$ cat src/rtl/sipo_collector.sv
// Serial-in, parallel-out word collector with a one-deep valid/ready output
// register and a sticky overrun flag for words dropped under backpressure.
module sipo_collector #(
    parameter int WIDTH     = 4,
    parameter int LSB_FIRST = 1,
    parameter int CW        = $clog2(WIDTH)
) (
    input  logic             clk,
    input  logic             reset,
    input  logic             sin,
    input  logic             shift_en,
    input  logic             sync,
    input  logic             pready,
    input  logic             ovr_clr,
    output logic [WIDTH-1:0] pout,
    output logic             pvalid,
    output logic             overrun,
    output logic [CW-1:0]    bit_cnt
);

    typedef enum logic {EMPTY, FULL} state_t;

    state_t           state, state_nxt;
    logic [WIDTH-1:0] shreg;
    logic [WIDTH-1:0] word;
    logic [CW-1:0]    cnt_eff;
    logic [CW-1:0]    pos;
    logic             complete;
    logic             load;
    logic             drop;

    // A sync on the same edge as a sample restarts the word at position 0.
    always_comb begin
        cnt_eff  = sync ? '0 : bit_cnt;
        pos      = (LSB_FIRST != 0) ? cnt_eff : CW'(WIDTH - 1) - cnt_eff;
        word     = shreg;
        word[pos] = sin;
        complete = shift_en && !sync && (bit_cnt == CW'(WIDTH - 1));
    end

    always_ff @(posedge clk) begin
        if (reset)
            state <= EMPTY;
        else
            state <= state_nxt;
    end

    always_comb begin
        state_nxt = state;
        load      = 1'b0;
        drop      = 1'b0;
        case (state)
            EMPTY: begin
                if (complete) begin
                    load      = 1'b1;
                    state_nxt = FULL;
                end
            end
            FULL: begin
                if (complete) begin
                    if (pready)
                        load = 1'b1;
                    else
                        drop = 1'b1;
                end else if (pready) begin
                    state_nxt = EMPTY;
                end
            end
            default: state_nxt = EMPTY;
        endcase
    end

    always_ff @(posedge clk) begin
        if (reset) begin
            shreg   <= '0;
            pout    <= '0;
            overrun <= 1'b0;
            bit_cnt <= '0;
        end else begin
            if (shift_en)
                shreg <= word;
            if (load)
                pout <= word;
            // A drop on the same edge as a clear keeps the flag set.
            overrun <= drop | (overrun & ~ovr_clr);
            if (sync)
                bit_cnt <= shift_en ? CW'(1) : '0;
            else if (shift_en)
                bit_cnt <= complete ? '0 : bit_cnt + 1'b1;
        end
    end

    assign pvalid = (state == FULL);

endmodule

$ cat config.mk
export PLATFORM = sky130hd
export DESIGN_NAME = sipo_collector
export DESIGN_NICKNAME = d
export VERILOG_FILES = /design/src/rtl/sipo_collector.sv
export SDC_FILE = /design/constraint.sdc
export NUM_CORES = 1
export LEC_CHECK = 0
export CORE_MARGIN = 3
export CORE_UTILIZATION = 46
export CTS_CLUSTER_DIAMETER = 80
export DETAILED_ROUTE_END_ITERATION = 10
export GPL_ROUTABILITY_DRIVEN = 0
export PLACE_DENSITY = 0.81
export SYNTH_ARGS = -nofsm -noshare
export SYNTH_HDL_FRONTEND = slang
export SYNTH_SLANG_ARGS = --single-unit
$ cat constraint.sdc
create_clock -name clk -period 1.3 [get_ports clk]
set_input_delay 0.26 -clock clk [delete_from_list [all_inputs] [get_ports clk]]
set_output_delay 0.26 -clock clk [all_outputs]
set_load 0.02 [all_outputs]
Yosys cells after proc, flatten, opt, wreduce, memory -nomap -nowiden

Cells that the tools add are included.

Register bits after elaboration: 12
Input bits: 7
Output and inout port bits: 8
Logic and storage cells: 35

Add/sub/neg operators: 1
Order comparisons: 2
Eq/ne operators: 1
Muxes and demuxes: 17
Bitwise logic cells: 4
Reductions and logical operators: 5

Operator list:

| operator                                                   | number |
|---|---|
| two-way mux 1 bit                                          | 9 |
| two-way mux 2 bit                                          | 4 |
| bitwise mux 4 bit                                          | 1 |
| one-hot mux 1 bit (2 select lines)                         | 2 |
| logical AND 1 bit                                          | 3 |
| less-than comparator 2 x 3 -> 1 bit, second input constant | 1 |
| adder 2 x 1 -> 2 bit, second input constant                | 1 |
| demux 1 bit (select 2 bit)                                 | 1 |
| equality test 2 bit, second input constant                 | 1 |
| >= comparator 2 x 1 -> 1 bit, second input constant        | 1 |
| inverter 1 bit                                             | 2 |
| nonzero test 2 bit                                         | 1 |
| AND 1 bit                                                  | 1 |
| logical NOT 1 bit                                          | 1 |
| OR 1 bit                                                   | 1 |

Depth between registers and ports, before layout

Gate-level depths: netlist (run 1).

Depth after elaboration: 6
Mapped depth: 4
Mapped depth without buffers: 4

Least setup slack after synthesis (run 1)

No wires, ideal clock.

Path kind: register to register
Start: register bit_cnt[1]
End: register pout[0]
Setup time: 135 ps
Arrival: 1223 ps
Required time: 1165 ps
Slack: -58 ps
Stages on the path, launching flop included: 5
Path buffers: 0
Clock period less this slack: 1358 ps
Cells stage by stage: dfxtp_1 > ha_1 > and3b_4 > and2_4 > a211oi_1

Word-level cells in the longest chain between the ends: 6
Elaborated cells on any way between the ends: 12
Classes of those cells: order compare: 2; eq/ne: 1; mux: 7; reduce/logical: 2

Ends and longest elaborated chain:

| element                                                                                                   | RTL line | RTL |
|---|---|---|
| start, declared                                                                                           | 18       | `output logic [CW-1:0] bit_cnt` |
| start signal, assigned                                                                                    | 87       | `bit_cnt <= shift_en ? CW'(1) : '0;` |
| start signal, assigned                                                                                    | 89       | `bit_cnt <= complete ? '0 : bit_cnt + 1'b1;` |
| two-way mux 2 bit                                                                                         | 34       | `cnt_eff = sync ? '0 : bit_cnt;` |
| less-than comparator 2 x 3 -> 1 bit (not written as such) or >= comparator 2 x 1 -> 1 bit (tied branches) | 37       | `word[pos] = sin;` |
| logical AND 1 bit (not written as such)                                                                   | 37       |  |
| two-way mux 1 bit (not written as such)                                                                   | 37       |  |
| demux 1 bit (select 2 bit)                                                                                | 37       |  |
| bitwise mux 4 bit                                                                                         | 37       |  |
| end signal, assigned                                                                                      | 83       | `pout <= word;` |
| end, declared                                                                                             | 15       | `output logic [WIDTH-1:0] pout,` |

Several ways; a longest one is shown, not always the timed one.
A chain may end at the register's enable or synchronous reset.

Worst setup path in the final report (run 1)

Start: register bit_cnt[1]
End: register shreg[0]

Word-level cells in the longest chain between the ends: 6
Elaborated cells on any way between the ends: 7
Classes of those cells: order compare: 2; mux: 4; reduce/logical: 1

Ends and longest elaborated chain:

| element                                                                                                   | RTL line | RTL |
|---|---|---|
| two-way mux 2 bit *                                                                                       | 34       |  |
| less-than comparator 2 x 3 -> 1 bit (not written as such) or >= comparator 2 x 1 -> 1 bit (tied branches) | 37       |  |
| logical AND 1 bit (not written as such)                                                                   | 37       |  |
| two-way mux 1 bit (not written as such)                                                                   | 37       |  |
| demux 1 bit (select 2 bit) *                                                                              | 37       |  |
| bitwise mux 4 bit *                                                                                       | 37       |  |
| end signal, assigned                                                                                      | 81       | `shreg <= word;` |
| end, declared                                                                                             | 24       | `logic [WIDTH-1:0] shreg;` |

Every way passes the cells marked *; elsewhere a longest branch is shown, timed or not.

==> summary.md, run 1 <==
The run finished with clean final reports. The worst register-to-register path begins at bit_cnt[1]. Setup repair after global routing left no endpoint under its margin. The tools report the kind of start point of the critical path as a flip-flop. For the starting density of the core, the log shows 0.521.

Pin placement for this block handled 15 I/O pins. Dominant cell type by area after synthesis: dfxtp_1. The final wirelength was 1.15 mm; the area share of the leading cell type in the synthesized netlist was 0.393. The number of setup buffers added after CTS is 0. The tools report the master cell of the clock root buffer as clkbuf_4. Cell with the largest stage delay on the worst path: dfxtp_2.

Input and output buffers added on the ports amount to 14. The sequential cell area fraction in the yosys report is 0.393, and the count of antenna diodes in the layout is 0. Measured along the y axis, the die boundary spans 42.4 um. In this run the worst path has a maximum fanout of 6. Counting the buffers created by CTS gives 3.

Entering global routing, the biggest net connects 13 pins. The compound-gate portion of the synthesized area is 0.158. The global-route usage over all layers is 0.141.

The buffer levels on the longest clock path came out at 2. Across the VDD grid, the largest voltage drop is 0.715 mV. Combinational family with the most area after synthesis: simple AND/OR/NAND/NOR gates.

The run gives 1800 um^2 as the die outline area. The async set or reset register ratio after synthesis works out to 0. On the final layout, the worst clock skew is 8.57 ps. Data on the critical path is required at its endpoint by 1450 ps.

Critical path capture point type: a flip-flop. The synthesized flop and latch total works out to 12. The multiplexer share of the synthesized area was 0.131; the utilization after layout was 0.715. The worst register-to-register path ends at shreg[0].

Clock-pin slew was measured on the worst setup and hold paths at 80 ps. For the final setup violation count, the log shows 0. TritonCTS built the clock tree. The final setup TNS came out at 0 ps. The category of the most critical setup path was flip-flop to flip-flop.

The normalized max-slew margin was 0.744; the number of nets produced by synthesis was 66. The number of max-slew violations in the final report came out at 0. The number of search-and-repair iterations in the first detailed-routing pass is 4. The library cell used most frequently in the layout, excluding fill and tap cells, is dfxtp_1.

In this run, synthesis inferred 0 flip-flops with an integrated enable. The tools report the total of max-cap violations as 0. The floorplan step set the die width to 42.4 um.

The gate count after technology mapping was 58; the xor and xnor area share after synthesis was 0. The share of the cycle needed by the critical path after routing was 0.942; the global-route wire length before repair was 1.92 mm. Counting the fill cells in the layout gives 87. Setup slack on the worst reg-to-reg path comes out at 80 ps.

End of the critical path: shreg[0]. The logic depth of the worst register-to-register path works out to 4. For this block, the via count after detailed routing is 470. In the synthesized netlist the dominant register cell turns out to be dfxtp_1. The worst hold path passes through 2 cells.

For this run, the top clock speed supported by timing is 817 MHz. The number of sinks handled by clock tree synthesis was 12. The slew of the pin with the lowest slew margin was 384 ps; the via count normalized by instance count was 5.05. Leaving out fill and tap cells, the most frequent cells in the layout are 10 x dfxtp_1, 9 x dlygate4sd2_1, 8 x mux2i_1, 7 x buf_4, 6 x a21oi_1. The run gives 862 um as the sum of net half-perimeters after detailed placement.

Aggregate global routing overflow: 0. For the endpoint arrival time on the critical path, the log shows 1380 ps. The via count of the first global-routing pass is 459, and the count of endpoints failing hold in the final timing report is 0. The area share of and/or/nand/nor cells after synthesis is 0.236, and the synthesized area is 611 um^2. After the last flow step, the layout net total stands at 88. Detailed-route DRC error count: 0. The number of H-tree branching levels came out at 1.

Area growth from synthesis to layout: 37.1%. The tools report the number of antenna violations at the first check in global routing as 0. The tools report the number of routed nets with antenna violations as 0. Power spread over the standard cell area amounts to 915 nW/um^2.

The floorplan row count was 12. Walking the worst path, the cells encountered are buf_4 -> o21bai_1 -> mux2i_1 -> a211oi_1. Yosys attributes the largest share of cell area to dfxtp_1 39%, mux2i_1 13%, a21oi_1 4.9%, a211oi_2 4.1%, nor3b_2 4.1%. The adder-cell share of the synthesized area was 0.0205; the final critical-path required period was 1220 ps. During synthesis, Yosys emitted a total of 0 warnings.

The ratio of cells with drive above 1 in the final layout was 0.278. The number of violations reported at the end of detailed-routing iteration 0 was 5; the biggest cell delay along the critical path was 340 ps. Dividing the detail-routed wire length by the instance count gives 12.3 um. The path class of the tightest hold or removal check is primary input to flip-flop.

The later-pin clock latency in the skew report was 270 ps; the number of distinct library cells after synthesis was 25. The mean instance size in the synthesized netlist came out at 10.5 um^2. In this run the static leakage power is 0.361 nW. In this run the worst setup path begins at bit_cnt[1].

The core region is 1170 um^2.
[critical path: cells and delay by family, from the launching register on]
kind / cells / cell delay [ps]
flops: 1 / 340
compound gates: 2 / 310
mux: 1 / 300
buf+inv: 1 / 160
[synth_stat cells, types with 2 or more instances]
library cell  instances
a21oi_1               6
buf_6                 2
dfxtp_1              12
a211oi_2              2
nand3b_1              2
mux2i_1               8
nor2_1                5
a211oi_1              3
nor3b_2               2
[per-stage QoR]
stage               setup WS (ps)  hold slack [ps]  power [mW]  std cells  area, um^2
floorplan                    72.0              325       0.440         58         612
global placement             -305              472       0.480         89         788
detailed placement           -341              488       0.482         89         788
CTS                          16.6              509       0.775         93         813
global route                 15.5              279       0.807         93         837
finish                       75.7              285       0.766         93         837
[sequential cells by signal, indices dropped and copies added (netlist names)]
register  count
pvalid        1
shreg         4
overrun       1
bit_cnt       2
pout          4
[worst min-delay path by stage]
stage,from,endpoint,slack (ps)
finish,shift_en,shreg[0],290
global placement,shreg[0],shreg[0],470
CTS,shreg[0],shreg[0],510
global route,shift_en,shreg[0],280
detailed placement,shreg[1],shreg[1],490
floorplan,reset,pout[1],320
[routing by layer]
metal  share of wire  vias to the layer above  global-route usage
met5               0                        -                   0
met4           0.018                        0               0.112
met2            0.40                       12               0.191
met1            0.52                      201               0.187
met3           0.061                        2              0.0300
li1                -                      255                   -
[cell type report]
cell class | instances | area [um^2] | share of cell area
Clock buffer | 4 | 36.3 | 0.0433
Inverter | 1 | 3.75 | 0.00448
Multi-Input combinational cell | 41 | 353 | 0.422
Sequential cell | 12 | 243 | 0.290
Tap cell | 14 | 17.5 | 0.0209
Timing Repair Buffer | 21 | 184 | 0.220
[cell families (layout without fill, tap and decap cells)]
| family | after synthesis | count (layout) |
|---|---|---|
| flops | 12 | 12 |
| compound gates | 14 | 14 |
| buf+inv | 5 | 26 |
| simple gates | 18 | 18 |
| mux | 8 | 8 |
| fa+ha+maj | 1 | 1 |
[where the power goes]
part           leakage (nW)  switching [mW]  internal [mW]
Sequential           0.0980         0.00503          0.374
Clock                0.0210           0.121          0.170
Combinational         0.242          0.0442         0.0518
[what timing repair did]
action,4_1_cts,5_1_grt
gates resized for setup,9,5
pin swaps,0,0
setup endpoints to repair,11,6
hold buffers,0,0
Power figures use the tool's default switching activity.
==> run 2: changes to the inputs <==
Settings changed: CORE_AREA from default to 3 3 40 42, CORE_MARGIN 3 to default, CORE_UTILIZATION 46 to default, DIE_AREA from default to 0 0 43 45.
Clock period 1.3 ns to 1.5 ns, I/O delays scaled along.
==> run 2 against run 1 <==
Effect of this change: total power fell by 14%; utilization is 9.3 points lower; hold slack gained 210 ps; sequential share of layout area up 1.0 points; cell count fell by 1.1%; routed wire length is 13% higher; flip-flop and latch count stayed put; design area shrank 4.5%; setup slack improved by 44 ps; first-iteration DRC count rose by 140%; critical endpoint is now pout[0].
==> summary.md, run 2 (same netlist as run 1, synthesis figures left out) <==
Total core area: 1280 um^2 (+9.7%). The number of violations reported at the end of detailed-routing iteration 0 was 12 (+7). The flow ran to the end, and the final reports show no timing, DRC or antenna violations. The slew of the pin with the lowest slew margin is 474 ps (+90.5 ps), and the area of placed instances is 773 um^2 (-1.9%).

The tree is rooted in a clkbuf_4. The area growth from synthesis to layout is 30.9%. The global-route wire length before repair is 2.30 mm (+20%).

The number of search-and-repair iterations in the first detailed-routing pass came out at 5 (+1). The logic depth of the worst register-to-register path works out to 4 (unchanged). Category of the most critical setup path: primary input to flip-flop. The buffer levels on the longest clock path was 2 (unchanged); the I/O pin count was 15 (unchanged). The number of sinks handled by clock tree synthesis is 12 (unchanged).

The worst hold path terminates at shreg[0]. Port buffer count: 14 (unchanged). The largest registers in the layout are pout: 4 flops, shreg: 4 flops, bit_cnt: 2 flops. For the endpoint arrival time on the critical path, the log shows 1520 ps (+140 ps). In the layout the commonest cells are 12 x dfxtp_1, 8 x mux2i_1, 8 x dlygate4sd2_1, 6 x a21oi_1, 6 x clkdlybuf4s50_1.

For the maximum number of pins on one net before global-route repair, the log shows 13 (unchanged). For the sum of net half-perimeters after detailed placement, the log shows 1.03 mm (+19%). The die boundary height came out at 45 um (+6.1%). For the starting density of the core, the log shows 0.475 (-0.0462).

The total power draw came out at 0.657 mW (-14%). TritonCTS built the clock tree. The count of endpoints failing hold in the final timing report was 0 (unchanged); the utilization after layout was 0.622 (-0.0925).

The routed design could run at a clock period as short as 1380 ps. The number of routed nets with antenna violations came out at 0 (unchanged). The tools report the number of H-tree branching levels as 1 (unchanged). The endpoint identified for the worst register-to-register timing path is pout[0]. The biggest cell delay along the critical path was 530 ps (+190 ps). The logs give 119 ps (+43.6 ps) for the slack of the critical path and 270 ps (about the same) for the later-pin clock latency in the skew report.

The tools report the floorplan row count as 13 (+1). The setup slack at placement came out at -164 ps (+177 ps). The tools report the worst reg2reg path startpoint as bit_cnt[0]. The tools report the kind of start point of the critical path as a primary input.

The run gives 0 (unchanged) as the detailed-route DRC error count. Among all stages on the critical path, the largest delay is contributed by clkdlybuf4s50_1. The mean routed wirelength per cell was 14.1 um (+14%); the total of max-cap violations was 0 (unchanged). The tools report the hold buffer count at CTS as 0 (unchanged). The reg-to-reg setup timing slack is 180 ps (+100 ps), and the post-route clock skew is 1.59 ps (-6.98 ps). For the top achievable clock speed, the log shows 724 MHz. The via count of the first global-routing pass is 522 (+14%). The critical path goes through clkdlybuf4s50_1 -> buf_4 -> o21bai_1 -> mux2i_1 -> a211oi_1. The run gives 0.335 nW (-7.0%) as the static leakage. The number of placed cells counting well taps is 88 (-1.1%), and the number of max-slew violations in the final report is 0 (unchanged). The final wirelength was 1.30 mm (+13%).

The ratio of cells with drive above 1 in the final layout was 0.221 (-0.0577); the normalized max-slew margin was 0.683 (-0.0613). Highest fanout seen on the critical path: 9 (+3). The tools report the number of antenna violations at the first check in global routing as 0 (unchanged). The clock slew at the register clock pins of the worst setup and hold paths is 70 ps (about the same). The tools report the critical path capture point type as a flip-flop. The horizontal extent of the die was 43 um (+1.3%). The largest vdd supply drop is 0.539 mV (-25%), and the aggregate global routing overflow is 0 (unchanged). The number of buffers created by CTS was 3 (unchanged); the die outline area was 1940 um^2 (+7.5%).

The post-route cell area is 800 um^2 (-4.5%), and the count of antenna diodes in the layout is 0 (unchanged). The filler-free cell count of the finished design is 92 (-1.1%). The min-delay analysis places its worst path in the category flip-flop to flip-flop. The via count normalized by instance count works out to 5.49 (+8.6%).

The tools report the buffer count from post-CTS setup fixing as 0 (unchanged). The global-route usage over all layers came out at 0.161 (+0.0205). The total number of nets in the final design was 86 (-2.3%); the cell area power density was 821 nW/um^2 (-10%).

Setup repair after global routing left no endpoint under its margin. The share of the cycle needed by the critical path after routing is 0.920. Most common cell after layout, fill and taps aside: dfxtp_1.

The vias after detailed routing came out at 505 (+7.4%). The final setup violation count is 0 (unchanged). The run gives 1640 ps (+190 ps) as the data required time of the worst path.

In this run the most critical hold path is launched from shreg[0]. Cell count of the worst hold path: 2 (unchanged).
==> run 2: cell types whose count changed in the layout (fill, tap and decap cells not counted), moves of 2 or more <==
cell,previous run,this run
buf_4,7,5
dfxtp_2,2,0
clkdlybuf4s50_1,4,6
dfxtp_1,10,12
==> run 2: final cells by class <==
cell class	count	area, um^2
well taps	15	18.8
inverters	1	3.75
flip-flops and latches	12	240
multi-input cells	41	333
repair buffers	19	168
fillers	115	485
clock buffers	4	36.3
==> run 2: power breakdown <==
group          switching [mW]  internal [mW]
combinational          0.0348         0.0405
sequential            0.00546          0.324
clock                   0.104          0.147
==> run 2: layer usage <==
layer  part of all wire  wire length, um  global-route usage  vias to the layer above
met5                  0                0                   0                        -
met4             0.0069                9              0.0542                        0
met3              0.067               87              0.0478                        2
met2               0.51              664               0.269                       13
met1               0.41              536               0.200                      238
li1                   -                -                   -                      252
==> run 2: stage by stage <==
step | TNS, ps | hold WS (ps)
after floorplan | 0 | 365
after global placement | -690 | 473
after detailed placement | -904 | 481
after CTS | 0 | 492
after global routing | 0 | 502
final | 0 | 491
==> run 2: repair_timing <==
item / in CTS / in global routing
gates resized for setup: 8 / 0
endpoints found under the hold margin: 0 / 0
endpoints found under the setup margin: 8 / 0
==> run 2: worst max path at each step <==
stage / end / from
global placement: pout[0] / sync
floorplan: pout[0] / bit_cnt[1]
global route: pout[0] / sync
finish: pout[0] / sync
detailed placement: pout[2] / sync
CTS: pout[0] / sync
==> run 2: critical path, delay by kind of cell <==
| kind | cells | cell delay (ps) |
|---|---|---|
| buf+inv | 2 | 710 |
| mux | 1 | 270 |
| compound gates | 2 | 240 |
==> run 3: changes to the inputs <==
Settings changed: GPL_TIMING_DRIVEN from default to 0, SETUP_SLACK_MARGIN from default to 0.2.
==> run 3 against run 2 <==
Effect of this change: clock skew grew 11 ps; setup slack better by 100 ps; count of clock-buffer cells in the layout shrank 1; first-iteration DRC count shrank 83%; clock power fell by 22%; flip-flop and latch count unchanged; routed wire length decreased by 7.9%; design area is 3.0% lower; critical path type is now flip-flop to output port.
==> summary.md, run 3 (same netlist as run 1, synthesis figures left out) <==
The biggest cell delay along the critical path works out to 360 ps (-170 ps). For the final setup violation count, the log shows 0 (unchanged). The kind of start point of the critical path is a flip-flop.

The number of buffer and inverter instances along the worst setup path was 1 (-1); the detailed-route DRC error count was 0 (unchanged). Category of the most critical setup path: flip-flop to output port. The logs give 0 (unchanged) for the hold buffer count at CTS and 0 (unchanged) for the aggregate global routing overflow. Setup repair after global routing could not meet its margin everywhere. The final critical-path required period was 1280 ps (-103 ps); the global-route usage over all layers was 0.142 (-0.0190). The die boundary height was 45 um (unchanged). The maximum number of pins on one net before global-route repair came out at 11 (-2). The logs give 1.20 mm (-7.9%) for the final wirelength and 12.7 ps (+11.1 ps) for the post-route clock skew. The tools report the slack of the critical path as 223 ps (+103 ps). The normalized max-slew margin was 0.662 (-0.0212); the via count of the first global-routing pass was 445 (-15%). Traced cell by cell, the critical path runs through dlygate4sd2_1.

The share of the cycle needed by the critical path after routing was 0.852 (-0.0688); the static leakage was 0.317 nW (-5.4%). The logic depth of the worst register-to-register path is 4 (unchanged), and the total core area is 1280 um^2 (unchanged). For the number of violations reported at the end of detailed-routing iteration 0, the log shows 2 (-10).

The data required time of the worst path is 1200 ps (-440 ps), and the global-route wire length before repair is 1.97 mm (-14%). The slowest stage of the critical path is the dfxtp_1 cell. For the endpoint arrival time on the critical path, the log shows 980 ps (-540 ps).

The run finished with clean final reports. The number of antenna violations at the first check in global routing was 0 (unchanged); the later-pin clock latency in the skew report was 280 ps (about the same). For the top achievable clock speed, the log shows 783 MHz (+8.1%).

For hold timing, the worst endpoint is shreg[0]. For the reg-to-reg setup timing slack, the log shows 260 ps (+80 ps). The number of routed nets with antenna violations came out at 0 (unchanged).

The I/O pin count came out at 15 (unchanged). The area growth from synthesis to layout is 27.0%. The buffer levels on the longest clock path is 2 (unchanged), and the via count normalized by instance count is 5.45 (-0.72%).

The die outline area is 1940 um^2 (unchanged), and the clock slew at the register clock pins of the worst setup and hold paths is 80 ps (about the same). The run gives 1 (unchanged) as the number of H-tree branching levels. The path class of the tightest hold or removal check is primary input to flip-flop. In the layout the commonest cells are 11 x dfxtp_1, 8 x mux2i_1, 8 x dlygate4sd2_1, 6 x a21oi_1, 5 x nor2_1. The number of sinks handled by clock tree synthesis came out at 12 (unchanged). The slew of the pin with the lowest slew margin came out at 507 ps (+33.3 ps). The largest vdd supply drop is 0.576 mV (+6.8%), and the cell count of the worst hold path is 2 (unchanged). The tools report the floorplan row count as 13 (unchanged).

The horizontal extent of the die was 43 um (unchanged); the total of max-cap violations was 0 (unchanged). CTS placed an instance of clkbuf_4 at the clock tree root. The run gives 3 (unchanged) as the number of buffers created by CTS.

The highest fanout seen on the critical path came out at 3 (-6). The hold path startpoint is shift_en. The run gives 485 (-4.0%) as the vias after detailed routing. Mean routed wirelength per cell: 13.4 um (-4.8%). For the final hold slack, the log shows 260 ps (-232 ps).

The tools report the critical path capture point type as an output port. The tools report the worst reg2reg path startpoint as bit_cnt[0]. The run gives -113 ps (+50.8 ps) as the setup slack at placement. The number of search-and-repair iterations in the first detailed-routing pass was 4 (-1); the port buffer count was 13 (-1).

The sum of net half-perimeters after detailed placement is 856 um (-17%), and the ratio of cells with drive above 1 in the final layout is 0.230 (+0.00895). Broken down by cell family, the worst path's largest delay share belongs to flip-flops. The largest registers in the layout are pout: 4 flops, shreg: 4 flops, bit_cnt: 2 flops.

The endpoint identified for the worst register-to-register timing path is shreg[0]. The cell area power density is 769 nW/um^2 (-6.4%). The count of endpoints failing hold in the final timing report is 0 (unchanged). TritonCTS built the clock tree. The total number of nets in the final design is 84 (-2.3%). The library cell used most frequently in the layout, excluding fill and tap cells, is dfxtp_1. The number of max-slew violations in the final report is 0 (unchanged). The count of antenna diodes in the layout was 0 (unchanged); the starting density of the core was 0.475 (unchanged).
## run 3: worst register-to-register path, stage by stage, from the launching register on
cell and delay (ps):
dfxtp_1 330, buf_4 170, o21bai_1 180, mux2i_1 300, a211oi_1 110
## run 3: per-layer routing
metal | track usage | wire length, um | vias to the layer above
met5 | 0 | 0 | -
met4 | 0.0723 | 8 | 0
met3 | 0.0717 | 66 | 2
met2 | 0.213 | 592 | 12
met1 | 0.169 | 527 | 224
li1 | - | - | 247
## run 3: how the worst max path moves through the flow
stage                from         end  cells past startpoint
5_1_grt        bit_cnt[0]    shreg[0]                      4
3_3_place_gp         sync    shreg[2]                      5
3_5_place_dp         sync     pout[2]                      5
6_report       bit_cnt[0]  bit_cnt[0]                      1
2_1_floorplan  bit_cnt[0]     pout[1]                      4
4_1_cts        bit_cnt[1]  bit_cnt[1]                      1
## run 3: cell type report
| cell class | count | area (um^2) |
|---|---|---|
| buffer | 4 | 33.8 |
| clock buffer | 3 | 22.5 |
| fill | 119 | 509 |
| inverter | 1 | 3.75 |
| multi-input combinational | 41 | 338 |
| sequential | 12 | 244 |
| tap | 15 | 18.8 |
| timing repair buffer | 13 | 115 |
## run 3: stage by stage
| stage | total power, mW | instance area (um^2) | instances | util | TNS (ps) |
|---|---|---|---|---|---|
| finish | 0.596 | 776 | 89 | 0.604 | 0 |
| global route | 0.626 | 776 | 89 | 0.604 | 0 |
| CTS | 0.606 | 772 | 89 | 0.601 | 0 |
| detailed placement | 0.412 | 761 | 86 | 0.592 | -500 |
| global placement | 0.409 | 761 | 86 | 0.592 | -371 |
| floorplan | 0.381 | 612 | 58 | - | 0 |
## run 3: report_power, final
part,total (mW),internal [mW],switching [mW]
registers,0.327,0.323,0.00448
clock network,0.196,0.0930,0.103
logic,0.0731,0.0372,0.0359
## run 3: repair_timing
item                                    4_1_cts  5_1_grt
resized for setup                             9        4
endpoints found under the setup margin       12        7
setup buffers                                 0        0
==> variant (flow settings as in run 3) <==
`WIDTH`: 4 -> 2.
--- a/src/rtl/sipo_collector.sv
+++ b/src/rtl/sipo_collector.sv
@@ -3,3 +3,3 @@
 module sipo_collector #(
-    parameter int WIDTH     = 4,
+    parameter int WIDTH     = 2,
     parameter int LSB_FIRST = 1,
Ports: changed (resized bit_cnt and pout); port bits go from 15 to 12. The function was not compared with the original's and may differ.
==> variant against run 3 <==
  * Routed wire length is 57% lower
  * Cell area is 49% lower
  * Via count is 55% lower
  * Count of clock-buffer cells in the layout stayed put
  * Highest routed layer is now met3
  * Sequential cell count is 6 lower
  * Critical endpoint is now bit_cnt
  * Total power is 39% lower
  * Largest cell class unchanged
  * Area after synthesis is 57% lower
  * Fmax is 2.6% higher
  * Worst setup slack better by 0.032 ns
==> variant: results (changes against run 3) <==
DR pass1 iterations: 2 (-2)
Final setup skew: 0.00741 ns (-0.00527 ns)
Outcome: complete, no violations
DP Worst Slack: 0.0780 ns (+0.191 ns)
Post-CTS Setup Bufs: 0 (unchanged)
FF-to-FF Start: bit_cnt$_SDFFE_PP0P_
Avg Vias per Cell: 4.00 (-27%)
Drt wl/cell: 9.42 µm (-30%)
Initial DRC Count: 1 (-1)
Sequential area share after synthesis: 45.7% (+6.4 points)
Global Route Usage Sum: 6.93% (-7.3 points)
R2R cell count: 3 (-1)
Slew HR: 82.1% (+16 points)
Top cells by area, synth: dfxtp_1 (46%), nand2b_1 (12%), mux2i_1 (7.6%), nor2b_4 (5.2%), nand3b_2 (4.3%)
Startpoint Class: flip-flop
Lkg Pwr: 0.180 nW (-43%)
Worst Path Arrival: 0.95 ns (-0.03 ns)
IR drop worst, VDD: 0.322 mV (-44%)
Register with the highest flop count: pout
Crit path time final: 1.25 ns (-0.0319 ns)
Port bufs: 10 (-3)
Initial antenna violation count: 0 (unchanged)
Yosys cell types: 14 (-44%)
Syn nets: 34 (-48%)
Fillers: 141 (+18%)
First-pass GRT wire length: 897 µm (-54%)
Number of global-route vias before repair: 223 (-50%)
Ratio of cells with drive above 1 in the final layout: 12.5% (-10 points)
Clk Latency, worst-skew pair: 0.25 ns (-0.03 ns)
Min Hold Slack: 0.361 ns (+0.101 ns)
Reg clk slew, reported paths: 0.05 ns (-0.03 ns)
Worst R2R End: pout[0]$_SDFFE_PP0P_
Total CTS buffers: 3 (unchanged)
Reg-to-reg slack, setup: 0.59 ns (+0.33 ns)
Crit path to: bit_cnt
Layout net count: 49 (-42%)
Largest net degree at the start of global routing: 9 (-2)
Commonest cells post-synth: dfxtp_1 (6), nand2b_1 (5)
==> variant: metrics by stage <==
step / util (%) / cell area (µm²) / instances
after floorplan: - / 263 / 27
after global placement: 29.7 / 382 / 52
after detailed placement: 29.7 / 382 / 52
after CTS: 31.0 / 398 / 55
after global routing: 31.0 / 398 / 55
final: 31.0 / 398 / 55
==> variant: worst min path at each step <==
stage	from	end
after floorplan	shift_en	bit_cnt$_SDFFE_PP0P_
after global placement	shreg[0]$_SDFFE_PP0P_	pout[0]$_SDFFE_PP0P_
after detailed placement	shreg[0]$_SDFFE_PP0P_	pout[0]$_SDFFE_PP0P_
after CTS	reset	bit_cnt$_SDFFE_PP0P_
after global routing	reset	bit_cnt$_SDFFE_PP0P_
final	reset	overrun$_SDFF_PP0_
==> variant: layout make-up <==
class / instances / area share, %
multi-input combinational: 18 / 33.0
sequential: 6 / 30.2
timing repair buffer: 10 / 23.6
clock buffer: 3 / 5.66
tap: 15 / 4.72
inverter: 2 / 1.89
buffer: 1 / 0.943
==> variant: report_power, final <==
| part | switching, mW | internal, mW | total (mW) | leakage [nW] |
|---|---|---|---|---|
| clock | 0.0588 | 0.0905 | 0.149 | 0.0138 |
| sequential | 0.00334 | 0.165 | 0.169 | 0.0489 |
| combinational | 0.0189 | 0.0268 | 0.0458 | 0.118 |
| total | 0.0810 | 0.283 | 0.364 | 0.180 |
==> variant: cell families after synthesis <==
logic type / count (synthesis) / share of synthesized area (%)
buf+inv: 3 / 4.29
compound gates: 4 / 9.05
mux: 2 / 7.62
flops: 6 / 45.7
simple gates: 11 / 30.0
xor+xnor: 1 / 3.33
==> variant: metal layers <==
metal	wire (µm)	GRT usage (%)	up-vias
met5	0	0	-
met4	0	5.42	0
met3	65	5.18	0
met2	236	10.2	12
met1	217	6.55	93
li1	-	-	115
==> variant: repair_timing <==
item | in CTS | in global routing
gates resized for setup | 5 | 0
endpoints found under the setup margin | 5 | 0
hold buffers | 0 | 0
